`src/rtl/oam_dma_controller_if.sv`:
```
`default_nettype none
// ============================================================================
// Module   : oam_dma_controller_if
// Brief    : CPU-side, memory-side and PPU-register-side signals of the sprite
//            DMA sequencer, bundled with controller/environment views.
// Revision : 1.0 - initial release
// ============================================================================
interface oam_dma_controller_if;
    logic        cpu_ce;
    logic        rdy_in;
    logic [15:0] cpu_addr;
    logic [7:0]  cpu_wdata;
    logic        cpu_we;
    logic        rdy_out;
    logic        bus_grant;
    logic [15:0] mem_addr;
    logic        mem_rd;
    logic [7:0]  mem_rdata;
    logic        ppu_reg_cs;
    logic [2:0]  ppu_reg_addr;
    logic [7:0]  ppu_wdata;
    logic        ppu_we;
    logic        dma_busy;

    modport master (
        input  cpu_ce, rdy_in, cpu_addr, cpu_wdata, cpu_we, mem_rdata,
        output rdy_out, bus_grant, mem_addr, mem_rd, ppu_reg_cs,
               ppu_reg_addr, ppu_wdata, ppu_we, dma_busy
    );

    modport slave (
        output cpu_ce, rdy_in, cpu_addr, cpu_wdata, cpu_we, mem_rdata,
        input  rdy_out, bus_grant, mem_addr, mem_rd, ppu_reg_cs,
               ppu_reg_addr, ppu_wdata, ppu_we, dma_busy
    );
endinterface
`default_nettype wire

```
`src/rtl/oam_dma_controller.sv`:
```
`default_nettype none
// ============================================================================
// Module   : oam_dma_controller
// Brief    : $4014 sprite DMA; stalls the CPU and copies one 256-byte page
//            into PPU OAM via the OAM data register, one read/write pair per byte.
// Revision : 1.0 - initial release
// ============================================================================
module oam_dma_controller #(
    parameter logic [15:0] DMA_REG_ADDR = 16'h4014,
    parameter logic [2:0]  OAM_DATA_REG = 3'd4,
    parameter int          XFER_LEN     = 256
) (
    input  wire logic           CLOCK_50,
    input  wire logic           reset,
    oam_dma_controller_if.master bus
);

    localparam logic [7:0] c_last_idx = 8'(XFER_LEN - 1);

    typedef enum logic [2:0] {
        S_IDLE  = 3'd0,
        S_HALT  = 3'd1,
        S_ALIGN = 3'd2,
        S_READ  = 3'd3,
        S_WRITE = 3'd4
    } state_t;

    state_t      r_state;
    logic [7:0]  r_page;
    logic [7:0]  r_idx;
    logic        r_parity;
    logic        r_stall;
    logic        r_busy;
    logic        r_bus_grant;
    logic        r_mem_rd;
    logic [15:0] r_mem_addr;
    logic        r_ppu_reg_cs;
    logic [2:0]  r_ppu_reg_addr;
    logic [7:0]  r_ppu_wdata;
    logic        r_ppu_we;

    logic        w_step;
    logic        w_trigger;
    logic [7:0]  w_idx_inc;

    assign w_step    = bus.cpu_ce & bus.rdy_in;
    assign w_trigger = bus.cpu_we && (bus.cpu_addr == DMA_REG_ADDR);
    assign w_idx_inc = r_idx + 8'd1;

    // Outputs are registered alongside the state they decode, so each one
    // holds steady for the whole CPU cycle and freezes with the FSM.
    always_ff @(posedge CLOCK_50 or posedge reset) begin
        if (reset) begin
            r_state        <= S_IDLE;
            r_page         <= 8'd0;
            r_idx          <= 8'd0;
            r_parity       <= 1'b0;
            r_stall        <= 1'b0;
            r_busy         <= 1'b0;
            r_bus_grant    <= 1'b0;
            r_mem_rd       <= 1'b0;
            r_mem_addr     <= 16'd0;
            r_ppu_reg_cs   <= 1'b0;
            r_ppu_reg_addr <= 3'd0;
            r_ppu_wdata    <= 8'd0;
            r_ppu_we       <= 1'b0;
        end else begin
            if (bus.cpu_ce) begin
                r_parity <= ~r_parity;
            end
            if (w_step) begin
                case (r_state)
                    S_IDLE: begin
                        if (w_trigger) begin
                            r_state <= S_HALT;
                            r_page  <= bus.cpu_wdata;
                            r_idx   <= 8'd0;
                            r_busy  <= 1'b1;
                            r_stall <= 1'b1;
                        end
                    end
                    S_HALT: begin
                        // The 6502 ignores RDY on write cycles, so wait for a read.
                        if (!bus.cpu_we) begin
                            if (r_parity) begin
                                r_state <= S_ALIGN;
                            end else begin
                                r_state     <= S_READ;
                                r_bus_grant <= 1'b1;
                                r_mem_rd    <= 1'b1;
                                r_mem_addr  <= {r_page, r_idx};
                            end
                        end
                    end
                    S_ALIGN: begin
                        r_state     <= S_READ;
                        r_bus_grant <= 1'b1;
                        r_mem_rd    <= 1'b1;
                        r_mem_addr  <= {r_page, r_idx};
                    end
                    S_READ: begin
                        r_state        <= S_WRITE;
                        r_ppu_wdata    <= bus.mem_rdata;
                        r_mem_rd       <= 1'b0;
                        r_ppu_reg_cs   <= 1'b1;
                        r_ppu_reg_addr <= OAM_DATA_REG;
                        r_ppu_we       <= 1'b1;
                    end
                    S_WRITE: begin
                        r_idx          <= w_idx_inc;
                        r_ppu_reg_cs   <= 1'b0;
                        r_ppu_reg_addr <= 3'd0;
                        r_ppu_we       <= 1'b0;
                        if (r_idx == c_last_idx) begin
                            r_state     <= S_IDLE;
                            r_bus_grant <= 1'b0;
                            r_busy      <= 1'b0;
                            r_stall     <= 1'b0;
                        end else begin
                            r_state    <= S_READ;
                            r_mem_rd   <= 1'b1;
                            r_mem_addr <= {r_page, w_idx_inc};
                        end
                    end
                    default: begin
                        r_state <= S_IDLE;
                    end
                endcase
            end
        end
    end

    assign bus.rdy_out      = bus.rdy_in & ~r_stall;
    assign bus.bus_grant    = r_bus_grant;
    assign bus.mem_addr     = r_mem_addr;
    assign bus.mem_rd       = r_mem_rd;
    assign bus.ppu_reg_cs   = r_ppu_reg_cs;
    assign bus.ppu_reg_addr = r_ppu_reg_addr;
    assign bus.ppu_wdata    = r_ppu_wdata;
    assign bus.ppu_we       = r_ppu_we;
    assign bus.dma_busy     = r_busy;

endmodule
`default_nettype wire

```
`src/flat_wrapper.sv`:
```
// flat-port wrapper written by rule: the top's interface ports become plain ports
module oam_dma_controller_flat 
#(
    parameter logic [15:0] DMA_REG_ADDR = 16'h4014,
    parameter logic [2:0]  OAM_DATA_REG = 3'd4,
    parameter int          XFER_LEN     = 256
)
  (CLOCK_50, reset, bus_cpu_ce, bus_rdy_in, bus_cpu_addr, bus_cpu_wdata, bus_cpu_we, bus_mem_rdata, bus_rdy_out, bus_bus_grant, bus_mem_addr, bus_mem_rd, bus_ppu_reg_cs, bus_ppu_reg_addr, bus_ppu_wdata, bus_ppu_we, bus_dma_busy);
  oam_dma_controller_if bus_i ();
  input  wire logic CLOCK_50;
  input  wire logic reset;
  input wire logic [$bits(bus_i.cpu_ce)-1:0] bus_cpu_ce;
  input wire logic [$bits(bus_i.rdy_in)-1:0] bus_rdy_in;
  input wire logic [$bits(bus_i.cpu_addr)-1:0] bus_cpu_addr;
  input wire logic [$bits(bus_i.cpu_wdata)-1:0] bus_cpu_wdata;
  input wire logic [$bits(bus_i.cpu_we)-1:0] bus_cpu_we;
  input wire logic [$bits(bus_i.mem_rdata)-1:0] bus_mem_rdata;
  output wire logic [$bits(bus_i.rdy_out)-1:0] bus_rdy_out;
  output wire logic [$bits(bus_i.bus_grant)-1:0] bus_bus_grant;
  output wire logic [$bits(bus_i.mem_addr)-1:0] bus_mem_addr;
  output wire logic [$bits(bus_i.mem_rd)-1:0] bus_mem_rd;
  output wire logic [$bits(bus_i.ppu_reg_cs)-1:0] bus_ppu_reg_cs;
  output wire logic [$bits(bus_i.ppu_reg_addr)-1:0] bus_ppu_reg_addr;
  output wire logic [$bits(bus_i.ppu_wdata)-1:0] bus_ppu_wdata;
  output wire logic [$bits(bus_i.ppu_we)-1:0] bus_ppu_we;
  output wire logic [$bits(bus_i.dma_busy)-1:0] bus_dma_busy;
  assign bus_i.cpu_ce = bus_cpu_ce;
  assign bus_i.rdy_in = bus_rdy_in;
  assign bus_i.cpu_addr = bus_cpu_addr;
  assign bus_i.cpu_wdata = bus_cpu_wdata;
  assign bus_i.cpu_we = bus_cpu_we;
  assign bus_i.mem_rdata = bus_mem_rdata;
  assign bus_rdy_out = bus_i.rdy_out;
  assign bus_bus_grant = bus_i.bus_grant;
  assign bus_mem_addr = bus_i.mem_addr;
  assign bus_mem_rd = bus_i.mem_rd;
  assign bus_ppu_reg_cs = bus_i.ppu_reg_cs;
  assign bus_ppu_reg_addr = bus_i.ppu_reg_addr;
  assign bus_ppu_wdata = bus_i.ppu_wdata;
  assign bus_ppu_we = bus_i.ppu_we;
  assign bus_dma_busy = bus_i.dma_busy;
  oam_dma_controller #(.DMA_REG_ADDR(DMA_REG_ADDR), .OAM_DATA_REG(OAM_DATA_REG), .XFER_LEN(XFER_LEN)) u_core (.CLOCK_50(CLOCK_50), .reset(reset), .bus(bus_i));
endmodule
```
`config.mk`:
```
export PLATFORM = sky130hd
export DESIGN_NAME = oam_dma_controller_flat
export DESIGN_NICKNAME = d
export VERILOG_FILES = /design/src/rtl/oam_dma_controller_if.sv /design/src/rtl/oam_dma_controller.sv /design/src/flat_wrapper.sv
export SDC_FILE = /design/constraint.sdc
export NUM_CORES = 1
export LEC_CHECK = 0
export BUFFER_PORTS_ARGS = -buffer_cell sky130_fd_sc_hd__clkbuf_2
export CAP_MARGIN = 20
export CORE_MARGIN = 2
export CORE_UTILIZATION = 50
export CTS_CLUSTER_DIAMETER = 150
export CTS_CLUSTER_SIZE = 10
export DETAILED_ROUTE_END_ITERATION = 10
export GPL_TIMING_DRIVEN = 0
export PLACE_DENSITY = 0.78
export SLEW_MARGIN = 20
export SYNTH_ARGS = -nofsm -noshare
export SYNTH_HDL_FRONTEND = slang
export SYNTH_SLANG_ARGS = --single-unit
```
`constraint.sdc`:
```
create_clock -name CLOCK_50 -period 3.65 [get_ports CLOCK_50]
set_clock_uncertainty 0.15 [all_clocks]
set_input_delay 0.5475 -clock CLOCK_50 [delete_from_list [all_inputs] [get_ports CLOCK_50]]
set_output_delay 0.5475 -clock CLOCK_50 [all_outputs]
set_load 0.05 [all_outputs]
```
==> flow_summary.html, run 1 <==
<table>
<tr><th>Metric</th><th>Value</th></tr>
<tr><th colspan="2">Yosys</th></tr>
<tr><td>Synthesized area divided by synthesized cell count</td><td>between 10 and 15 sq um</td></tr>
<tr><td>Biggest area contributors in the synthesized netlist</td><td>dfrtp_1, mux2_2, mux2_4</td></tr>
<tr><td>Portion of the post-synthesis area used by sequential elements</td><td>a little over half</td></tr>
<tr><td>Dominant combinational cell family by area after synthesis</td><td>multiplexers</td></tr>
<tr><td>Xor and xnor area share after synthesis</td><td>about 2.7%</td></tr>
<tr><td>Number of synthesized flops with an enable pin</td><td>0</td></tr>
<tr><td>Top-area cell type share of the netlist area</td><td>52.2%</td></tr>
<tr><td>Cell type contributing the most total cell area after synthesis</td><td>dfrtp_1</td></tr>
<tr><td>Gate count of the mapped netlist</td><td>between 150 and 200</td></tr>
<tr><td>Primary FF master, synth</td><td>dfrtp_1</td></tr>
<tr><td>Number of warning messages in the yosys log</td><td>0</td></tr>
<tr><td>Summed instance area of the synthesized netlist</td><td>between 2000 and 2500 sq um</td></tr>
<tr><td>Area share of and/or/nand/nor cells after synthesis</td><td>between 10% and 20%</td></tr>
<tr><td>Yosys reg bits</td><td>48</td></tr>
<tr><td>Mux share of post-synthesis cell area</td><td>between 10% and 20%</td></tr>
<tr><td>Post-synth cell types</td><td>between 40 and 50</td></tr>
<tr><td>Async SR Flop Fraction</td><td>between 90% and 100%</td></tr>
<tr><td>Synth Area in Compound Gates</td><td>8.98%</td></tr>
<tr><td>Synthesized-area fraction occupied by adder cells</td><td>around 1.1%</td></tr>
<tr><th colspan="2">Drt</th></tr>
<tr><td>Detailed-routing iteration count for the pre-antenna-repair pass</td><td>4</td></tr>
<tr><td>Drt initial violations</td><td>90</td></tr>
<tr><td>WL per Instance</td><td>14.3 um</td></tr>
<tr><td>Routed via count divided by cell count</td><td>~5.4</td></tr>
<tr><td>Number of nets still failing antenna checks after routing</td><td>0</td></tr>
<tr><td>Total via count in the routed design</td><td>between 1500 and 2000</td></tr>
<tr><td>DRC violation count after routing</td><td>0</td></tr>
<tr><td>Final WL</td><td>around 4500 um</td></tr>
<tr><th colspan="2">Worst setup path</th></tr>
<tr><td>Crit-path max FO</td><td>10</td></tr>
<tr><td>Worst Setup SP</td><td>u_core.r_state[1]</td></tr>
<tr><td>Depth of the worst register-to-register path</td><td>4</td></tr>
<tr><td>Data arrival time at the worst-slack endpoint</td><td>2.55 ns</td></tr>
<tr><td>Critical R2R Launch</td><td>u_core.r_state[1]</td></tr>
<tr><td>Worst Path Required</td><td>approximately 3.7 ns</td></tr>
<tr><td>Launching element type of the critical path</td><td>flop</td></tr>
<tr><td>Endpoint class of the critical path</td><td>flop</td></tr>
<tr><td>Crit path kind</td><td>flop to flop</td></tr>
<tr><th colspan="2">Power and ir drop</th></tr>
<tr><td>Worst VDD drop</td><td>588 uV</td></tr>
<tr><td>Static leakage</td><td>1.40 nW</td></tr>
<tr><td>Power Dens Cells</td><td>~630 nW/um^2</td></tr>
<tr><th colspan="2">Clock tree</th></tr>
<tr><td>Clock input transition at the sequential cells of the worst setup and hold paths</td><td>approximately 0.090 ns</td></tr>
<tr><td>Clock tree from TritonCTS</td><td>done</td></tr>
<tr><td>Number of buffers created by CTS</td><td>5</td></tr>
<tr><td>Setup Fix Bufs, Post-CTS</td><td>0</td></tr>
<tr><td>CTS max path bufs</td><td>2</td></tr>
<tr><td>Number of instances resized during post-cts repair</td><td>0</td></tr>
<tr><td>H-Tree Depth</td><td>2</td></tr>
<tr><td>Clock tree root driver cell</td><td>clkbuf_8</td></tr>
<tr><td>Clock network latency to the later pin of the worst-skew pair</td><td>approximately 0.30 ns</td></tr>
<tr><td>Hold-fix buffers at CTS</td><td>0</td></tr>
<tr><td>Num Clock Sinks</td><td>48</td></tr>
<tr><th colspan="2">Floorplan</th></tr>
<tr><td>Die Wd</td><td>slightly above 70 um</td></tr>
<tr><td>Starting Density</td><td>between 50% and 60%</td></tr>
<tr><td>Boundary Pins</td><td>70</td></tr>
<tr><td>Core footprint</td><td>between 4000 and 5000 sq um</td></tr>
<tr><td>Number of core rows</td><td>24</td></tr>
<tr><td>Chip Height</td><td>71.8 um</td></tr>
<tr><td>Total die area</td><td>between 5000 and 6000 sq um</td></tr>
<tr><th colspan="2">Cells and area</th></tr>
<tr><td>Layout cells sized above 1</td><td>46.9%</td></tr>
<tr><td>Final standard cell utilization of the core</td><td>a little under two thirds</td></tr>
<tr><td>Count of nets after finishing</td><td>301</td></tr>
<tr><td>Final non-filler cell area</td><td>2800 sq um</td></tr>
<tr><td>N_diodes</td><td>0</td></tr>
<tr><td>Fill count</td><td>~340</td></tr>
<tr><td>Synthesis-to-finish area growth</td><td>21.8%</td></tr>
<tr><th colspan="2">Place</th></tr>
<tr><td>HPWL after detailed placement</td><td>3370 um</td></tr>
<tr><td>Final weighted congestion in routability-driven placement</td><td>~0.8</td></tr>
<tr><td>Cell area reported after detailed placement</td><td>2720 sq um</td></tr>
<tr><td>Port Buffer Count</td><td>67</td></tr>
<tr><th colspan="2">Global route</th></tr>
<tr><td>Global-route wire length before repair</td><td>roughly 7600 um</td></tr>
<tr><td>Sum of overflow across all layers after global routing</td><td>0</td></tr>
<tr><td>Total GRT Usage</td><td>19.3%</td></tr>
<tr><td>Via count of the first global-routing pass</td><td>1647</td></tr>
<tr><td>Maximum number of pins on one net before global-route repair</td><td>35</td></tr>
<tr><td>Number of antenna violations at the first check in global routing</td><td>0</td></tr>
<tr><th colspan="2">Timing</th></tr>
<tr><td>Achievable clock frequency</td><td>about 0.40 GHz</td></tr>
<tr><td>Number of pins exceeding their max-slew limit in the final report</td><td>0</td></tr>
<tr><td>Final total negative setup slack</td><td>0 ns</td></tr>
<tr><td>Final period util</td><td>around 69%</td></tr>
<tr><td>Tightest Pin Transition</td><td>0.759 ns</td></tr>
<tr><td>Relative slew margins</td><td>around 49%</td></tr>
<tr><td>Setup repair after global routing missed its margin</td><td>no</td></tr>
<tr><td>Final period demand of the worst path</td><td>about 2.5 ns</td></tr>
<tr><td>Number of hold violations in the final report</td><td>0</td></tr>
<tr><td>Number of endpoints failing setup at the final stage</td><td>0</td></tr>
<tr><th colspan="2">Run</th></tr>
<tr><td>Max capacitance violation total</td><td>0</td></tr>
<tr><th colspan="2">Worst hold path</th></tr>
<tr><td>Hold crit path type</td><td>input port to async pin</td></tr>
<tr><th colspan="2">Run status</th></tr>
<tr><td>Status</td><td>completed</td></tr>
</table>
==> metrics by stage <==
step                      hold WS [ns]  total power, mW  instances  worst slack (ns)
after floorplan                  0.306             1.29        187              1.43
after global placement           0.316             1.44        306              1.21
after detailed placement         0.333             1.47        307              1.15
after CTS                       0.0421             1.76        314              1.13
after global routing            0.0654             1.84        314              1.03
final                           0.0297             1.75        314              1.13
==> placed cells by master (no fill, tap or decap), types with 2 or more instances in the layout <==
cell type	instances
a21o_1	2
a21o_2	2
a31oi_1	2
a32o_1	2
buf_12	2
buf_4	4
clkbuf_1	5
clkbuf_2	67
clkbuf_8	5
conb_1	2
dfrtp_1	48
ha_1	2
inv_1	3
mux2_2	25
mux2_4	8
mux2i_1	2
nand2_1	18
nand3_1	3
nor2_1	8
nor2b_1	2
nor3_1	7
nor4b_1	2
o21ai_0	8
o22a_1	2
xnor2_1	2
xor2_1	5
==> final cells by class <==
cell class | instances | area, sq um | share of cell area [%]
sequential | 48 | 1200 | 42.9
tap | 52 | 65.1 | 2.32
inverter | 4 | 15.0 | 0.536
buffer | 11 | 81.3 | 2.90
multi-input combinational | 124 | 1010 | 35.9
clock buffer | 6 | 72.6 | 2.59
timing repair buffer | 68 | 355 | 12.7
clock inverter | 1 | 5.00 | 0.179
==> cell families after synthesis <==
| family | Yosys count |
|---|---|
| flops | 48 |
| xor+xnor | 7 |
| mux | 35 |
| other cells | 1 |
| simple gates | 50 |
| fa+ha+maj | 2 |
| buf+inv | 15 |
| compound gates | 28 |
==> per-layer routing <==
| layer | track usage, % | part of all wire [%] | vias up |
|---|---|---|---|
| li1 | - | - | 808 |
| met1 | 25.8 | 45 | 810 |
| met2 | 29.5 | 47 | 59 |
| met3 | 5.20 | 5.6 | 11 |
| met4 | 8.81 | 2.9 | 0 |
| met5 | 0 | 0 | - |
==> sequential cells by signal (all words and copies together) (netlist names) <==
name                     count
u_core.r_page                8
u_core.bus.mem_rd            1
u_core.r_stall               1
u_core.r_state               3
u_core.r_idx                 8
u_core.r_parity              1
u_core.bus.mem_addr         16
u_core.bus.bus_grant         1
u_core.bus.ppu_wdata         8
u_core.bus.ppu_reg_addr      1
==> Yosys cell counts (3+ instances only) <==
master    number
buf_4          4
clkbuf_1       4
dfrtp_1       48
inv_1          4
mux2_2        25
mux2_4         8
nand2_1       18
nand3_1        3
nor2_1         8
nor3_1         7
o21ai_0        8
xor2_1         5
==> power breakdown <==
group / switching [mW] / total [mW] / leakage, nW / internal, mW
Sequential: 0.0752 / 0.708 / 0.619 / 0.633
Combinational: 0.499 / 0.744 / 0.744 / 0.245
Clock: 0.169 / 0.300 / 0.0410 / 0.131
Total: 0.743 / 1.75 / 1.40 / 1.01
==> critical path: stages (launching register included) <==
cell and delay (ns):
dfrtp_1 0.41, clkbuf_1 0.21, nand4bb_1 0.44, nor4_4 0.78
mux2_2 0.41
==> final timing paths <==
path                                            to  slack (ns)
max                               u_core.r_page[3]        1.13
min                           u_core.bus.bus_grant        0.03
max reg2reg                       u_core.r_page[3]        1.13
min reg2reg                        u_core.r_parity        0.35
max in group asynchronous   u_core.bus.mem_addr[2]        2.83
min in group CLOCK_50      u_core.bus.ppu_wdata[7]        0.32
Note: power is estimated with default switching activity, not from simulation.
==> run 2, diff against run 1 <==
--- a/config.mk
+++ b/config.mk
@@ -5,6 +5,7 @@
 export SDC_FILE = /design/constraint.sdc
 export NUM_CORES = 1
 export LEC_CHECK = 0
+export ABC_AREA = 1
 export BUFFER_PORTS_ARGS = -buffer_cell sky130_fd_sc_hd__clkbuf_2
 export CAP_MARGIN = 20
 export CORE_MARGIN = 2
@@ -13,7 +14,7 @@
 export CTS_CLUSTER_SIZE = 10
 export DETAILED_ROUTE_END_ITERATION = 10
 export GPL_TIMING_DRIVEN = 0
-export PLACE_DENSITY = 0.78
+export PLACE_DENSITY = 0.77
 export SLEW_MARGIN = 20
 export SYNTH_ARGS = -nofsm -noshare
 export SYNTH_HDL_FRONTEND = slang
==> constraint.sdc (replaced) <==
create_clock -name CLOCK_50 -period 2.4 [get_ports CLOCK_50]
set_clock_uncertainty 0.15 [all_clocks]
set_input_delay 0.36 -clock CLOCK_50 [delete_from_list [all_inputs] [get_ports CLOCK_50]]
set_output_delay 0.36 -clock CLOCK_50 [all_outputs]
set_load 0.05 [all_outputs]
==> flow_summary.html, run 2 <==
<table>
<tr><th>Metric</th><th>Value</th></tr>
<tr><th colspan="2">Run status</th></tr>
<tr><td>Status</td><td>completed</td></tr>
<tr><th colspan="2">Floorplan</th></tr>
<tr><td>Starting Density</td><td>around half</td></tr>
<tr><td>Die Wd</td><td>roughly 74 um</td></tr>
<tr><td>Total die area</td><td>5520 sq um</td></tr>
<tr><td>Boundary Pins</td><td>70</td></tr>
<tr><td>Chip Height</td><td>between 70 and 80 um</td></tr>
<tr><td>Number of core rows</td><td>25</td></tr>
<tr><td>Core footprint</td><td>~4800 sq um</td></tr>
<tr><th colspan="2">Global route</th></tr>
<tr><td>Sum of overflow across all layers after global routing</td><td>0</td></tr>
<tr><td>Total GRT Usage</td><td>between 20% and 30%</td></tr>
<tr><td>Number of antenna violations at the first check in global routing</td><td>0</td></tr>
<tr><td>Maximum number of pins on one net before global-route repair</td><td>27</td></tr>
<tr><td>Global-route wire length before repair</td><td>9160 um</td></tr>
<tr><td>Via count of the first global-routing pass</td><td>between 2000 and 2500</td></tr>
<tr><th colspan="2">Clock tree</th></tr>
<tr><td>Clock network latency to the later pin of the worst-skew pair</td><td>roughly 0.30 ns</td></tr>
<tr><td>Clock input transition at the sequential cells of the worst setup and hold paths</td><td>0.08 ns</td></tr>
<tr><td>H-Tree Depth</td><td>2</td></tr>
<tr><td>Number of instances resized during post-cts repair</td><td>0</td></tr>
<tr><td>Setup Fix Bufs, Post-CTS</td><td>0</td></tr>
<tr><td>CTS max path bufs</td><td>2</td></tr>
<tr><td>Clock tree root driver cell</td><td>clkbuf_8</td></tr>
<tr><td>Num Clock Sinks</td><td>48</td></tr>
<tr><td>Number of buffers created by CTS</td><td>5</td></tr>
<tr><td>Clock tree from TritonCTS</td><td>done</td></tr>
<tr><th colspan="2">Worst hold path</th></tr>
<tr><td>Hold crit path type</td><td>input port to flop</td></tr>
<tr><td>HP Start</td><td>bus_mem_rdata[3]</td></tr>
<tr><th colspan="2">Timing</th></tr>
<tr><td>Number of endpoints failing setup at the final stage</td><td>0</td></tr>
<tr><td>Final period demand of the worst path</td><td>approximately 1.8 ns</td></tr>
<tr><td>Setup ws final</td><td>between 0.6 and 0.7 ns</td></tr>
<tr><td>Relative slew margins</td><td>66.0%</td></tr>
<tr><td>Number of hold violations in the final report</td><td>0</td></tr>
<tr><td>Number of pins exceeding their max-slew limit in the final report</td><td>0</td></tr>
<tr><td>Smallest hold slack</td><td>around 0.1 ns</td></tr>
<tr><td>Achievable clock frequency</td><td>0.567 GHz</td></tr>
<tr><td>Final total negative setup slack</td><td>0 ns</td></tr>
<tr><td>Final period util</td><td>73.4%</td></tr>
<tr><td>Tightest Pin Transition</td><td>0.510 ns</td></tr>
<tr><td>Setup repair after global routing missed its margin</td><td>no</td></tr>
<tr><th colspan="2">Run</th></tr>
<tr><td>Max capacitance violation total</td><td>0</td></tr>
<tr><th colspan="2">Drt</th></tr>
<tr><td>Final WL</td><td>5260 um</td></tr>
<tr><td>Drt initial violations</td><td>about 160</td></tr>
<tr><td>Total via count in the routed design</td><td>~2200</td></tr>
<tr><td>Number of nets still failing antenna checks after routing</td><td>0</td></tr>
<tr><td>DRC violation count after routing</td><td>0</td></tr>
<tr><td>Routed via count divided by cell count</td><td>roughly 4.8</td></tr>
<tr><td>WL per Instance</td><td>11.4 um</td></tr>
<tr><td>Detailed-routing iteration count for the pre-antenna-repair pass</td><td>4</td></tr>
<tr><th colspan="2">Cells and area</th></tr>
<tr><td>Most common cell after layout, fill and taps aside</td><td>nand2_1</td></tr>
<tr><td>Synthesis-to-finish area growth</td><td>22.1%</td></tr>
<tr><td>Max reg flops</td><td>16</td></tr>
<tr><td>Leading cell types in the layout, fill and taps excluded</td><td>nand2_1, clkbuf_2, dfrtp_1, nor2_1, inv_1</td></tr>
<tr><td>Final standard cell utilization of the core</td><td>between 60% and 70%</td></tr>
<tr><td>Final non-filler cell area</td><td>between 3000 and 4000 sq um</td></tr>
<tr><td>Layout cells sized above 1</td><td>approximately 29%</td></tr>
<tr><td>N_diodes</td><td>0</td></tr>
<tr><td>Post-layout instance count excluding filler cells</td><td>461</td></tr>
<tr><td>Count of nets after finishing</td><td>432</td></tr>
<tr><th colspan="2">Yosys</th></tr>
<tr><td>Portion of the post-synthesis area used by sequential elements</td><td>about half</td></tr>
<tr><td>Cell type contributing the most total cell area after synthesis</td><td>dfrtp_1</td></tr>
<tr><td>Yosys reg bits</td><td>48</td></tr>
<tr><td>Top-area cell type share of the netlist area</td><td>about half</td></tr>
<tr><td>Post-synth cell types</td><td>31</td></tr>
<tr><td>Gate count of the mapped netlist</td><td>316</td></tr>
<tr><td>Primary FF master, synth</td><td>dfrtp_1</td></tr>
<tr><td>Library cell with the highest instance count after synthesis</td><td>nand2_1</td></tr>
<tr><td>Biggest area contributors in the synthesized netlist</td><td>dfrtp_1, nand2_1, nor2_1</td></tr>
<tr><td>Number of warning messages in the yosys log</td><td>0</td></tr>
<tr><td>Async SR Flop Fraction</td><td>between 90% and 100%</td></tr>
<tr><td>Summed instance area of the synthesized netlist</td><td>2470 sq um</td></tr>
<tr><td>Synthesized area divided by synthesized cell count</td><td>7.82 sq um</td></tr>
<tr><td>Number of synthesized flops with an enable pin</td><td>0</td></tr>
<tr><td>Top post-synthesis cells by count</td><td>nand2_1, dfrtp_1, nor2_1, inv_1, nand4_1</td></tr>
<tr><th colspan="2">Place</th></tr>
<tr><td>Final weighted congestion in routability-driven placement</td><td>0.861</td></tr>
<tr><td>HPWL after detailed placement</td><td>just under 4000 um</td></tr>
<tr><td>Pre-CTS setup slack</td><td>between 0.6 and 0.7 ns</td></tr>
<tr><td>Post-Place Cells</td><td>between 400 and 500</td></tr>
<tr><td>Cell area reported after detailed placement</td><td>2920 sq um</td></tr>
<tr><td>Port Buffer Count</td><td>67</td></tr>
<tr><th colspan="2">Worst setup path</th></tr>
<tr><td>Crit-path max FO</td><td>10</td></tr>
<tr><td>Endpoint class of the critical path</td><td>flop</td></tr>
<tr><td>Worst Path Required</td><td>roughly 2.4 ns</td></tr>
<tr><td>Critical R2R Launch</td><td>u_core.r_idx[1]</td></tr>
<tr><td>Crit path kind</td><td>flop to flop</td></tr>
<tr><td>Worst Setup SP</td><td>u_core.r_idx[1]</td></tr>
<tr><td>Data arrival time at the worst-slack endpoint</td><td>1.80 ns</td></tr>
<tr><td>Launching element type of the critical path</td><td>flop</td></tr>
<tr><th colspan="2">Power and ir drop</th></tr>
<tr><td>Power Dens Cells</td><td>893 nW/um^2</td></tr>
<tr><td>Total Power</td><td>2.70 mW</td></tr>
<tr><td>Worst VDD drop</td><td>977 uV</td></tr>
<tr><td>Static leakage</td><td>1.67 nW</td></tr>
</table>
-- run 2: what timing repair did --
item | 4_1_cts | 5_1_grt
endpoints found under the setup margin | 0 | 0
hold endpoints to repair | 22 | 0
hold buffers | 1 | 0
-- run 2: final timing paths --
path / to / slack (ns) / cells after the start
max: u_core.bus.mem_addr[7] / 0.64 / 11
min: u_core.bus.ppu_wdata[3] / 0.1 / 3
min reg2reg: u_core.bus.mem_addr[10] / 0.32 / 2
max in group asynchronous: u_core.r_idx[0] / 1.13 / 4
max reg2reg: u_core.bus.mem_addr[7] / 0.64 / 11
min in group asynchronous: u_core.r_page[0] / 0.47 / 3
-- run 2: where the power goes --
part	internal [mW]	total [mW]	switching, mW
combinational	0.321	1.17	0.845
clock	0.234	0.492	0.258
sequential	0.934	1.04	0.103
-- run 2: per-layer routing --
| layer | up-vias | wire length [um] | track usage (%) | share of wire (%) |
|---|---|---|---|---|
| met1 | 1005 | 2380 | 27.8 | 45 |
| met2 | 59 | 2540 | 36.7 | 48 |
| met5 | - | 0 | 0 | 0 |
| met4 | 0 | 72 | 6.55 | 1.4 |
| li1 | 1133 | - | - | - |
| met3 | 9 | 266 | 3.66 | 5.1 |
-- run 2: worst max-delay path, stage by stage (launching register included) --
cell and delay [ns]:
dfrtp_1 0.42, ha_1 0.20, nand2_2 0.08, nor2_2 0.13
nand2_1 0.10, nand2_2 0.10, nand2_2 0.07, nand3b_4 0.10
inv_2 0.06, buf_6 0.13, nand2_1 0.06, nand2_1 0.06
-- run 2: cell type report --
class                           count  area, sq um
Fill cell                         420         1740
Sequential cell                    48         1200
Multi-Input combinational cell    229         1070
Timing Repair Buffer               69          365
Inverter                           28          108
Buffer                             12         98.8
Clock buffer                        7         86.3
Tap cell                           67         83.8
Clock inverter                      1         7.51
-- run 2: logic make-up after synthesis --
logic type | Yosys count | share of synthesized area [%]
AND/OR/NAND/NOR | 200 | 35.5
buffers and inverters | 40 | 8.35
adder cells (fa/ha/maj) | 2 | 1.01
flip-flops | 48 | 48.6
XOR/XNOR | 1 | 0.354
other | 1 | 0.152
AO/OA/AOI/OAI | 24 | 6.07
